==> src/rtl/isp_ae_ctrl_pkg.sv <==
`default_nettype none
// ============================================================================
// Module      : isp_ae_ctrl_pkg
// Description : Shared ISP auto-exposure definitions: FSM state encoding,
//               default exposure constants and a saturation helper.
// Ports       : none (package)
// Revision    : 1.0 - initial release
// ============================================================================
package isp_ae_ctrl_pkg;

  // Auto-exposure control FSM states
  typedef enum logic [1:0] {
    AE_IDLE = 2'd0,
    AE_DIV  = 2'd1,
    AE_ADJ  = 2'd2
  } ae_state_e;

  // Default exposure loop constants
  localparam int AE_BITS_DEF       = 8;
  localparam int AE_OUT_BITS_DEF   = 32;
  localparam int AE_EXP_BITS_DEF   = 16;
  localparam int AE_EXP_MIN_DEF    = 4;
  localparam int AE_EXP_MAX_DEF    = 1000;
  localparam int AE_EXP_INIT_DEF   = 256;
  localparam int AE_STEP_SHIFT_DEF = 3;

  // Saturate an unsigned value to the largest number representable in
  // 'bits' bits (bits must be 1..63).
  function automatic logic [63:0] isp_sat_u(input logic [63:0] v,
                                            input int unsigned bits);
    logic [63:0] lim;
    lim = (64'd1 << bits) - 64'd1;
    return (v > lim) ? lim : v;
  endfunction

endpackage
`default_nettype wire

==> src/rtl/isp_ae_ctrl_if.sv <==
`default_nettype none
// ============================================================================
// Module      : isp_ae_ctrl_if
// Description : Per-frame AE statistics bus from the AE statistics block.
// Ports       : in_done - one-cycle frame-statistics-valid pulse
//               in_cnt  - pixel count of the finished frame
//               in_sum  - pixel sum of the finished frame
//               master  - statistics producer, slave - AE control loop
// Revision    : 1.0 - initial release
// ============================================================================
interface isp_ae_ctrl_if
  import isp_ae_ctrl_pkg::*;
#(
  parameter int OUT_BITS = AE_OUT_BITS_DEF
);
  logic                in_done;
  logic [OUT_BITS-1:0] in_cnt;
  logic [OUT_BITS-1:0] in_sum;

  modport master (output in_done, output in_cnt, output in_sum);
  modport slave  (input  in_done, input  in_cnt, input  in_sum);
endinterface
`default_nettype wire

==> src/rtl/isp_div_seq.sv <==
`default_nettype none
// ============================================================================
// Module      : isp_div_seq
// Description : Sequential restoring unsigned divider, one quotient bit per
//               clock, W iterations per divide. start is ignored while a
//               divide is running. done pulses for one cycle when quotient
//               is valid; quotient holds until the next start.
// Ports       : pclk, rst_n (async, active-low)
//               start    - load dividend/divisor and begin
//               dividend - W-bit numerator
//               divisor  - W-bit denominator (caller guarantees non-zero)
//               quotient - W-bit result
//               done     - one-cycle completion pulse
// Revision    : 1.0 - initial release
// ============================================================================
module isp_div_seq
  import isp_ae_ctrl_pkg::*;
#(
  parameter int W = AE_OUT_BITS_DEF
) (
  input  logic         pclk,
  input  logic         rst_n,
  input  logic         start,
  input  logic [W-1:0] dividend,
  input  logic [W-1:0] divisor,
  output logic [W-1:0] quotient,
  output logic         done
);

  localparam int CW = $clog2(W + 1);

  logic [W-1:0]  quo_q, quo_d;
  logic [W-1:0]  rem_q, rem_d;
  logic [W-1:0]  dsr_q, dsr_d;
  logic [CW-1:0] cnt_q, cnt_d;
  logic          run_q, run_d;
  logic          done_q, done_d;
  logic [W:0]    rem_sh;
  logic [W:0]    rem_sub;

  always_comb begin
    quo_d  = quo_q;
    rem_d  = rem_q;
    dsr_d  = dsr_q;
    cnt_d  = cnt_q;
    run_d  = run_q;
    done_d = 1'b0;
    // Partial remainder shifted left with the next dividend bit; one bit
    // wider so the compare cannot overflow.
    rem_sh  = {rem_q, quo_q[W-1]};
    rem_sub = rem_sh - {1'b0, dsr_q};
    if (run_q) begin
      if (rem_sh >= {1'b0, dsr_q}) begin
        rem_d = rem_sub[W-1:0];
        quo_d = {quo_q[W-2:0], 1'b1};
      end else begin
        rem_d = rem_sh[W-1:0];
        quo_d = {quo_q[W-2:0], 1'b0};
      end
      cnt_d = cnt_q - CW'(1);
      if (cnt_q == CW'(1)) begin
        run_d  = 1'b0;
        done_d = 1'b1;
      end
    end else if (start) begin
      // Dividend is shifted out of quo_q as quotient bits shift in.
      quo_d = dividend;
      dsr_d = divisor;
      rem_d = '0;
      cnt_d = CW'(W);
      run_d = 1'b1;
    end
  end

  always_ff @(posedge pclk or negedge rst_n) begin
    if (!rst_n) begin
      quo_q  <= '0;
      rem_q  <= '0;
      dsr_q  <= '0;
      cnt_q  <= '0;
      run_q  <= 1'b0;
      done_q <= 1'b0;
    end else begin
      quo_q  <= quo_d;
      rem_q  <= rem_d;
      dsr_q  <= dsr_d;
      cnt_q  <= cnt_d;
      run_q  <= run_d;
      done_q <= done_d;
    end
  end

  assign quotient = quo_q;
  assign done     = done_q;

endmodule
`default_nettype wire

==> src/rtl/isp_ae_ctrl.sv <==
`default_nettype none
// ============================================================================
// Module      : isp_ae_ctrl
// Description : Auto-exposure control loop. On each accepted frame-end
//               statistics pulse, divides pixel sum by pixel count to get
//               the mean luminance, compares it with target +/- tolerance
//               and steps the exposure by max(1, exposure >> STEP_SHIFT),
//               clamped to [EXP_MIN, EXP_MAX]. Latency is OUT_BITS+2 cycles.
// Ports       : pclk, rst_n (async, active-low)
//               enable        - loop enable, sampled when in_done accepted
//               target        - desired mean luminance
//               tolerance     - dead-band half-width
//               stats         - statistics bus (in_done/in_cnt/in_sum)
//               out_exposure  - current exposure value
//               out_valid     - one-cycle re-evaluation pulse
//               out_mean      - last mean, saturated to BITS
//               out_converged - last mean was inside the dead-band
//               busy          - frame being processed
// Revision    : 1.0 - initial release
// ============================================================================
module isp_ae_ctrl
  import isp_ae_ctrl_pkg::*;
#(
  parameter int BITS       = AE_BITS_DEF,
  parameter int OUT_BITS   = AE_OUT_BITS_DEF,
  parameter int EXP_BITS   = AE_EXP_BITS_DEF,
  parameter int EXP_MIN    = AE_EXP_MIN_DEF,
  parameter int EXP_MAX    = AE_EXP_MAX_DEF,
  parameter int EXP_INIT   = AE_EXP_INIT_DEF,
  parameter int STEP_SHIFT = AE_STEP_SHIFT_DEF
) (
  input  logic                pclk,
  input  logic                rst_n,
  input  logic                enable,
  input  logic [BITS-1:0]     target,
  input  logic [BITS-1:0]     tolerance,
  isp_ae_ctrl_if.slave        stats,
  output logic [EXP_BITS-1:0] out_exposure,
  output logic                out_valid,
  output logic [BITS-1:0]     out_mean,
  output logic                out_converged,
  output logic                busy
);

  ae_state_e             state_q, state_d;
  logic [EXP_BITS-1:0]   exposure_q, exposure_d;
  logic [BITS-1:0]       mean_q, mean_d;
  logic                  conv_q, conv_d;
  logic                  valid_q, valid_d;

  logic                  accept;
  logic [OUT_BITS-1:0]   div_quot;
  logic                  div_done;

  logic [BITS-1:0]       mean_sat;
  logic [BITS:0]         mean_plus_tol;
  logic [BITS:0]         target_plus_tol;
  logic                  too_dark;
  logic                  too_bright;
  logic [EXP_BITS-1:0]   step;
  logic [EXP_BITS:0]     exp_up;
  logic [EXP_BITS:0]     exp_dn;

  // Frames arriving outside IDLE are dropped; a zero count would make the
  // divide meaningless, so it is treated as no frame.
  assign accept = (state_q == AE_IDLE) && stats.in_done && enable &&
                  (stats.in_cnt != '0);

  isp_div_seq #(
    .W (OUT_BITS)
  ) u_div (
    .pclk     (pclk),
    .rst_n    (rst_n),
    .start    (accept),
    .dividend (stats.in_sum),
    .divisor  (stats.in_cnt),
    .quotient (div_quot),
    .done     (div_done)
  );

  // Decision datapath, evaluated every cycle but only consumed in ADJ.
  always_comb begin
    mean_sat        = BITS'(isp_sat_u(64'(div_quot), BITS));
    // One extra bit so target/tolerance sums never wrap.
    mean_plus_tol   = {1'b0, mean_sat} + {1'b0, tolerance};
    target_plus_tol = {1'b0, target} + {1'b0, tolerance};
    too_dark        = mean_plus_tol < {1'b0, target};
    too_bright      = {1'b0, mean_sat} > target_plus_tol;
    step            = exposure_q >> STEP_SHIFT;
    if (step == '0) begin
      step = EXP_BITS'(1);
    end
    exp_up = {1'b0, exposure_q} + {1'b0, step};
    exp_dn = {1'b0, exposure_q} - {1'b0, step};
  end

  always_comb begin
    state_d    = state_q;
    exposure_d = exposure_q;
    mean_d     = mean_q;
    conv_d     = conv_q;
    valid_d    = 1'b0;
    case (state_q)
      AE_IDLE: begin
        if (accept) begin
          state_d = AE_DIV;
        end
      end
      AE_DIV: begin
        if (div_done) begin
          state_d = AE_ADJ;
        end
      end
      AE_ADJ: begin
        state_d = AE_IDLE;
        mean_d  = mean_sat;
        valid_d = 1'b1;
        if (too_dark) begin
          conv_d = 1'b0;
          if (exp_up > (EXP_BITS + 1)'(EXP_MAX)) begin
            exposure_d = EXP_BITS'(EXP_MAX);
          end else begin
            exposure_d = exp_up[EXP_BITS-1:0];
          end
        end else if (too_bright) begin
          conv_d = 1'b0;
          // MSB set means the subtraction went below zero.
          if (exp_dn[EXP_BITS] || (exp_dn < (EXP_BITS + 1)'(EXP_MIN))) begin
            exposure_d = EXP_BITS'(EXP_MIN);
          end else begin
            exposure_d = exp_dn[EXP_BITS-1:0];
          end
        end else begin
          conv_d = 1'b1;
        end
      end
      default: begin
        state_d = AE_IDLE;
      end
    endcase
  end

  always_ff @(posedge pclk or negedge rst_n) begin
    if (!rst_n) begin
      state_q    <= AE_IDLE;
      exposure_q <= EXP_BITS'(EXP_INIT);
      mean_q     <= '0;
      conv_q     <= 1'b0;
      valid_q    <= 1'b0;
    end else begin
      state_q    <= state_d;
      exposure_q <= exposure_d;
      mean_q     <= mean_d;
      conv_q     <= conv_d;
      valid_q    <= valid_d;
    end
  end

  assign out_exposure  = exposure_q;
  assign out_mean      = mean_q;
  assign out_converged = conv_q;
  assign out_valid     = valid_q;
  assign busy          = (state_q != AE_IDLE);

endmodule
`default_nettype wire

==> src/flat_wrapper.sv <==
// flat-port wrapper written by rule: the top's interface ports become plain ports
module isp_ae_ctrl_flat import isp_ae_ctrl_pkg::*;
#(
  parameter int BITS       = AE_BITS_DEF,
  parameter int OUT_BITS   = AE_OUT_BITS_DEF,
  parameter int EXP_BITS   = AE_EXP_BITS_DEF,
  parameter int EXP_MIN    = AE_EXP_MIN_DEF,
  parameter int EXP_MAX    = AE_EXP_MAX_DEF,
  parameter int EXP_INIT   = AE_EXP_INIT_DEF,
  parameter int STEP_SHIFT = AE_STEP_SHIFT_DEF
)
  (pclk, rst_n, enable, target, tolerance, out_exposure, out_valid, out_mean, out_converged, busy, stats_in_done, stats_in_cnt, stats_in_sum);
  isp_ae_ctrl_if #(.OUT_BITS(OUT_BITS)) stats_i ();
  input  logic pclk;
  input  logic rst_n;
  input  logic enable;
  input  logic [BITS-1:0] target;
  input  logic [BITS-1:0] tolerance;
  output logic [EXP_BITS-1:0] out_exposure;
  output logic out_valid;
  output logic [BITS-1:0] out_mean;
  output logic out_converged;
  output logic busy;
  input wire logic [$bits(stats_i.in_done)-1:0] stats_in_done;
  input wire logic [$bits(stats_i.in_cnt)-1:0] stats_in_cnt;
  input wire logic [$bits(stats_i.in_sum)-1:0] stats_in_sum;
  assign stats_i.in_done = stats_in_done;
  assign stats_i.in_cnt = stats_in_cnt;
  assign stats_i.in_sum = stats_in_sum;
  isp_ae_ctrl #(.BITS(BITS), .OUT_BITS(OUT_BITS), .EXP_BITS(EXP_BITS), .EXP_MIN(EXP_MIN), .EXP_MAX(EXP_MAX), .EXP_INIT(EXP_INIT), .STEP_SHIFT(STEP_SHIFT)) u_core (.pclk(pclk), .rst_n(rst_n), .enable(enable), .target(target), .tolerance(tolerance), .stats(stats_i), .out_exposure(out_exposure), .out_valid(out_valid), .out_mean(out_mean), .out_converged(out_converged), .busy(busy));
endmodule
==> config.mk <==
export PLATFORM = sky130hd
export DESIGN_NAME = isp_ae_ctrl_flat
export DESIGN_NICKNAME = d
export VERILOG_FILES = /design/src/rtl/isp_ae_ctrl_pkg.sv /design/src/rtl/isp_ae_ctrl_if.sv /design/src/rtl/isp_div_seq.sv /design/src/rtl/isp_ae_ctrl.sv /design/src/flat_wrapper.sv
export SDC_FILE = /design/constraint.sdc
export NUM_CORES = 1
export LEC_CHECK = 0
export ABC_AREA = 1
export CORE_MARGIN = 2
export CORE_UTILIZATION = 45
export CTS_BUF_LIST = sky130_fd_sc_hd__clkbuf_8
export DETAILED_ROUTE_END_ITERATION = 10
export PLACE_DENSITY_LB_ADDON = 0.08
export SYNTH_ARGS = -nofsm -noshare
export SYNTH_HDL_FRONTEND = slang
export SYNTH_SLANG_ARGS = --single-unit
==> constraint.sdc <==
create_clock -name pclk -period 3.8 [get_ports pclk]
set_input_delay 0.76 -clock pclk [delete_from_list [all_inputs] [get_ports pclk]]
set_output_delay 0.76 -clock pclk [all_outputs]
set_load 0.02 [all_outputs]
==> impl_metrics.tcl, run 1 <==
set metrics [dict create \
    clkLatencyLatePin_ns 0.46 \
    dr.pass1.iters 6 \
    area_growth_pct 24.5 \
    synth_area_per_cell_um2 6.71 \
    via_per_inst 5.18 \
    crit_fanout 6 \
    setup_viol 17 \
    cts-hold-fix-buffers 0 \
    critPathCaptureType "flop" \
    grt_pass1_wl_um 54300 \
    syn_inst 1654 \
    critPathMaxStageDelay_ns 0.55 \
    synth_seq_area_share 0.298 \
    fin_nets 2006 \
    clockBufferDepth 2 \
    io_buffers 110 \
    cts_made_buffers 17 \
    setup_slack_ns -0.393 \
    grt_pass1_vias 11100 \
    cts-htree-levels 4 \
    synth_edf_count 0 \
    die_x_um 161 \
    regArea_um2 3300 \
    violations "setup timing" \
    grt_setup_unrepaired "true" \
    hp-class "input pin to async pin" \
    worst_path_max_delay_cell "or4_4" \
    clkSinkCount 132 \
    n_antenna_cell 0 \
    tightest_slew_ns 0.769 \
    synth_area_um2 11100 \
    fin_crit_ns 4.19 \
    vdd_drop_max_v 0.000179 \
    clk_pin_slew_ns 0.09 \
    reg2reg_slack_ns -0.39 \
    via_count 11200 \
    die_h_um 161 \
    cp_common_cell "nand2_2" \
    synth_top_family_by_area "simple AND/OR/NAND/NOR gates" \
    synth_cell_types 46 \
    multiInputGateArea_um2 6930 \
    drt-initial-drc-count 680 \
    relSlewSlack 0.484 \
    report.final.hold_viol_count 0 \
    synthAdderAreaFrac 0.115 \
    ys_ff_latch 132 \
    synthSimpleGateAreaFrac 0.334 \
    grt.overflow.total 0 \
    drv_cap 0 \
    outcome "finished with violations" \
    synth_warnings 0 \
    gp_congestion 0.957 \
    groute.usage.overall 0.257 \
    crit_path_start_kind "flop" \
    synth_mux_area_frac 0 \
    grt_max_degree 69 \
    fin_hold_ws_ns 0.265 \
    dp_hpwl_um 25300 \
    dp_slack_ns -0.435 \
    ant_nets 0 \
    post-route-period-util 1.10 \
    dieArea_um2 25900 \
    power.density_nw_per_um2 216 \
    max_clock_freq_mhz 238 \
    final_util 0.570 \
    drv_slew 0 \
    required_ns 4.15 \
    wl_per_cell_um 15.1 \
    path_buf_inv 7 \
    arrival_ns 4.54 \
    syn_nets 1837 \
    cts_root_buffer "clkbuf_8" \
    cts_tree "done" \
    synth_compound_area_frac 0.116 \
    drive_above_1_share 0.107 \
    drc 0 \
    initial_core_util 0.458 \
    critPathKind "flop to flop" \
    antenna_found_initial 0 \
    cp_top_family "simple AND/OR/NAND/NOR gates" \
    ios 111 \
    fillCellCount 2397 \
    p_leak_nw 7.00 \
    synth-main-ff-cell "dfrtp_1" \
    rows 57 \
    async_flop_share 1.00 \
    routed_wl_um 32700 \
    core_um2 24200 \
    synth_xor_xnor_area_share 0.0323 \
    skew_ns 0.0161 \
]
-- repair_timing --
| item | in CTS | in global routing |
|---|---|---|
| endpoints found under the hold margin | 0 | 0 |
| cloned | 1 | 0 |
| setup buffers | 21 | 3 |
| resized for setup | 46 | 18 |
| pin swaps | 26 | 29 |
| endpoints found under the setup margin | 17 | 17 |
-- cell usage after synthesis, types with 2 or more instances --
cell / n / area share
or4_1: 2 / 0.0014
o21ai_1: 3 / 0.0014
xnor2_1: 18 / 0.014
buf_4: 5 / 0.0034
nand2_1: 522 / 0.18
and2_1: 3 / 0.0017
fa_1: 5 / 0.0090
o21a_1: 3 / 0.0020
o31ai_1: 5 / 0.0034
a21o_1: 5 / 0.0034
o2111ai_1: 3 / 0.0024
a21oi_1: 73 / 0.033
nor3_1: 12 / 0.0054
o211ai_1: 18 / 0.012
dfrtp_1: 131 / 0.30
nor2_1: 142 / 0.048
o21ai_2: 2 / 0.0016
nand4_1: 21 / 0.012
and3_1: 2 / 0.0011
inv_1: 225 / 0.076
nor4_1: 10 / 0.0056
o21ai_0: 65 / 0.029
o221ai_1: 14 / 0.011
nand3b_1: 32 / 0.022
nand2_2: 6 / 0.0034
buf_6: 4 / 0.0041
ha_1: 94 / 0.11
clkbuf_1: 29 / 0.0098
a31oi_1: 8 / 0.0045
buf_2: 21 / 0.0095
inv_2: 2 / 0.00068
o21bai_1: 10 / 0.0068
xor2_1: 23 / 0.018
nand3_1: 116 / 0.052
a21boi_0: 3 / 0.0020
clkinv_1: 2 / 0.00068
or2_2: 6 / 0.0034
-- path summary, 6_finish.rpt --
| check | startpoint | endpoint | cells past startpoint |
|---|---|---|---|
| worst max register to register | u_core.u_div.quotient[28] | u_core.out_exposure[2] | 27 |
| min in group pclk | u_core.u_div.cnt_q[5] | u_core.u_div.done | 1 |
| worst min-delay path | rst_n | u_core.u_div.dsr_q[17] | 1 |
| worst max-delay path | u_core.u_div.quotient[28] | u_core.out_exposure[2] | 27 |
| max in group asynchronous | rst_n | u_core.u_div.quotient[8] | 2 |
| worst min register to register | u_core.u_div.cnt_q[5] | u_core.u_div.done | 1 |
-- through the flow --
step                instance area (um2)  std cells  power, mW  setup TNS (ns)
finish                            13800       2160       2.98           -5.76
global route                      13800       2160       3.11          -10.01
CTS                               13700       2158       3.00           -5.32
detailed placement                12900       2105       1.75           -6.18
global placement                  12900       2105       1.74           -3.90
floorplan                         11100       1654       1.56           -1.18
-- registers in the layout, summed over array words and instances, names as in the netlist --
signal	count
u_core.out_mean	8
u_core.u_div.cnt_q	6
u_core.u_div.quotient	32
u_core.u_div.dsr_q	32
u_core.state_q	2
u_core.out_exposure	16
u_core.u_div.done	1
u_core.out_valid	1
u_core.u_div.rem_q	32
u_core.out_converged	1
u_core.u_div.run_q	1
-- where the power goes --
part / switching, mW / internal (mW) / leakage (nW) / total (mW)
clock network: 0.673 / 0.551 / 0.202 / 1.22
registers: 0 / 1.40 / 1.63 / 1.40
logic: 0.166 / 0.186 / 5.17 / 0.352
total: 0.839 / 2.14 / 7.00 / 2.98
-- metal layers --
layer / GRT usage / wire length [um]
met5: 0 / 0
met4: 0.0808 / 884
met3: 0.0275 / 1090
met2: 0.473 / 16500
met1: 0.316 / 14300
-- cells in the final DEF, fill, tap and decap left out, drive strengths merged, types with 8 or more instances in the layout --
cell	instances
nand2	528
inv	238
nor2	143
dfrtp	131
nand3	117
clkdlybuf4s50	109
buf	100
ha	94
a21oi	74
o21ai	70
nand3b	32
xor2	23
nand4	21
xnor2	18
o211ai	18
clkbuf	17
o221ai	14
nor3	12
o21bai	10
nor4	10
a31oi	8
-- cell families (layout without fill, tap and decap cells) --
group	Yosys count	after routing
buf+inv	289	471
simple gates	876	876
xor+xnor	41	41
flops	132	132
compound gates	217	217
fa+ha+maj	99	99
-- cell type report --
type / instances / area share
Tap cell: 324 / 0.0293
Sequential cell: 132 / 0.239
Clock inverter: 15 / 0.0116
Clock buffer: 17 / 0.0169
Timing Repair Buffer: 209 / 0.138
Multi-Input combinational cell: 1233 / 0.502
Inverter: 229 / 0.0633
Timing Repair inverter: 1 / 0.000543
Power figures use the tool's default switching activity.
==> run 2, diff against run 1 <==
DONT_BUFFER_PORTS = 1   (was not set)
TNS_END_PERCENT = 5   (was not set)
==> impl_metrics.tcl, run 2 (same netlist as run 1, synthesis figures left out) <==
set metrics [dict create \
    dr.pass1.iters 5 \
    dp_hpwl_um 24700 \
    via_per_inst 5.16 \
    cp_top_family "simple AND/OR/NAND/NOR gates" \
    timing.rr.end "u_core.out_exposure[1]" \
    die_h_um 161 \
    dieArea_um2 25900 \
    ios 111 \
    worst-r2r-cell-count 28 \
    via_count 10500 \
    relSlewSlack 0.527 \
    rows 57 \
    clk_pin_slew_ns 0.09 \
    cp_common_cell "nor2_1" \
    violations "setup timing" \
    cts-htree-levels 4 \
    power.density_nw_per_um2 225 \
    grt_pass1_vias 10300 \
    core_um2 24200 \
    finalPower_mw 2.81 \
    grt_pass1_wl_um 51200 \
    max_clock_freq_mhz 245 \
    cts_made_buffers 17 \
    setup_viol 17 \
    crit_path_start_kind "flop" \
    worstReg2RegStart "u_core.u_div.quotient[14]" \
    n_antenna_cell 0 \
    crit_fanout 5 \
    critPathCaptureType "flop" \
    io_buffers 0 \
    gp_congestion 0.911 \
    required_ns 4.15 \
    outcome "finished with violations" \
    p_leak_nw 6.48 \
    drc 0 \
    critPathKind "flop to flop" \
    critPathMaxStageDelay_ns 0.55 \
    clkLatencyLatePin_ns 0.46 \
    die_x_um 161 \
    drv_slew 0 \
    antenna_found_initial 0 \
    final_cell_mix "nand2_1 (517), inv_1 (222), nor2_1 (139)" \
    fin_crit_ns 4.08 \
    fin_nets 1886 \
    worst_path_max_delay_cell "or4_4" \
    drt-initial-drc-count 569 \
    post-route-period-util 1.07 \
    groute.usage.overall 0.245 \
    setup_slack_ns -0.275 \
    ant_nets 0 \
    layout.cells.most_common "nand2_1" \
    grt_max_degree 132 \
    report.final.hold_viol_count 0 \
    cts_root_buffer "clkbuf_8" \
    hp-class "input pin to async pin" \
    placed_cells 2001 \
    tightest_slew_ns 0.708 \
    fin_hold_ws_ns 0.137 \
    path_buf_inv 6 \
    vdd_drop_max_v 0.000194 \
    grt_setup_unrepaired "true" \
    initial_core_util 0.458 \
    skew_ns 0.0165 \
    arrival_ns 4.42 \
    grt.overflow.total 0 \
    wl_per_cell_um 15.5 \
    reg2reg_slack_ns -0.28 \
    drv_cap 0 \
    drive_above_1_share 0.0985 \
    final_cells 2040 \
    clkSinkCount 132 \
    routed_wl_um 31700 \
    area_growth_pct 12.3 \
    clockBufferDepth 2 \
    cts_tree "done" \
]
==> run 2: timing repair <==
action                     4_1_cts  5_1_grt
setup endpoints to repair       17       17
hold endpoints to repair       131        0
hold buffers                     1        0
setup buffers                    1        3
cloned                           0        2
resized for setup               15       15
pin swaps                        6       11
==> run 2: cell type report <==
class,count,area [um2]
Multi-Input combinational cell,1233,6780
Sequential cell,132,3300
Timing Repair Buffer,90,736
Clock buffer,18,248
Clock inverter,14,136
Tap cell,324,405
Fill cell,2550,11800
Inverter,229,865
==> run 2: where the power goes <==
part           leakage [nW]  total, mW  switching (mW)  internal [mW]
clock network         0.188       1.18           0.681          0.502
logic                  4.66      0.224           0.130         0.0942
registers              1.63       1.40               0           1.40
total                  6.48       2.81           0.812           2.00
==> run 2: layer usage <==
metal  track usage  share of wire
met5             0              0
met4        0.0873          0.029
met3        0.0254          0.026
met2         0.444           0.50
met1         0.303           0.44
==> run 2: stage by stage <==
| step | cell area (um2) | TNS, ns | worst slack, ns | util |
|---|---|---|---|---|
| detailed placement | 11900 | -6.11 | -0.416 | 0.490 |
| finish | 12500 | -3.93 | -0.275 | 0.514 |
| global placement | 11900 | -4.53 | -0.330 | 0.490 |
| CTS | 12400 | -4.91 | -0.354 | 0.510 |
| floorplan | 11100 | -1.65 | -0.124 | - |
| global route | 12500 | -8.35 | -0.556 | 0.514 |
==> run 2: worst max-delay path by stage <==
| stage | end | cells past startpoint | from |
|---|---|---|---|
| detailed placement | u_core.out_exposure[1] | 26 | u_core.u_div.quotient[28] |
| finish | u_core.out_exposure[1] | 28 | u_core.u_div.quotient[14] |
| global route | u_core.out_exposure[7] | 27 | u_core.u_div.quotient[14] |
| floorplan | u_core.out_exposure[5] | 25 | u_core.u_div.quotient[28] |
| CTS | u_core.out_exposure[1] | 28 | u_core.u_div.quotient[28] |
| global placement | u_core.out_exposure[1] | 26 | u_core.u_div.quotient[28] |
==> run 3, diff against run 2 <==
SLEW_MARGIN = 10   (was not set)
==> results of run 3 <==
No change in the layout: final DEF, timing and power equal those of run 2.
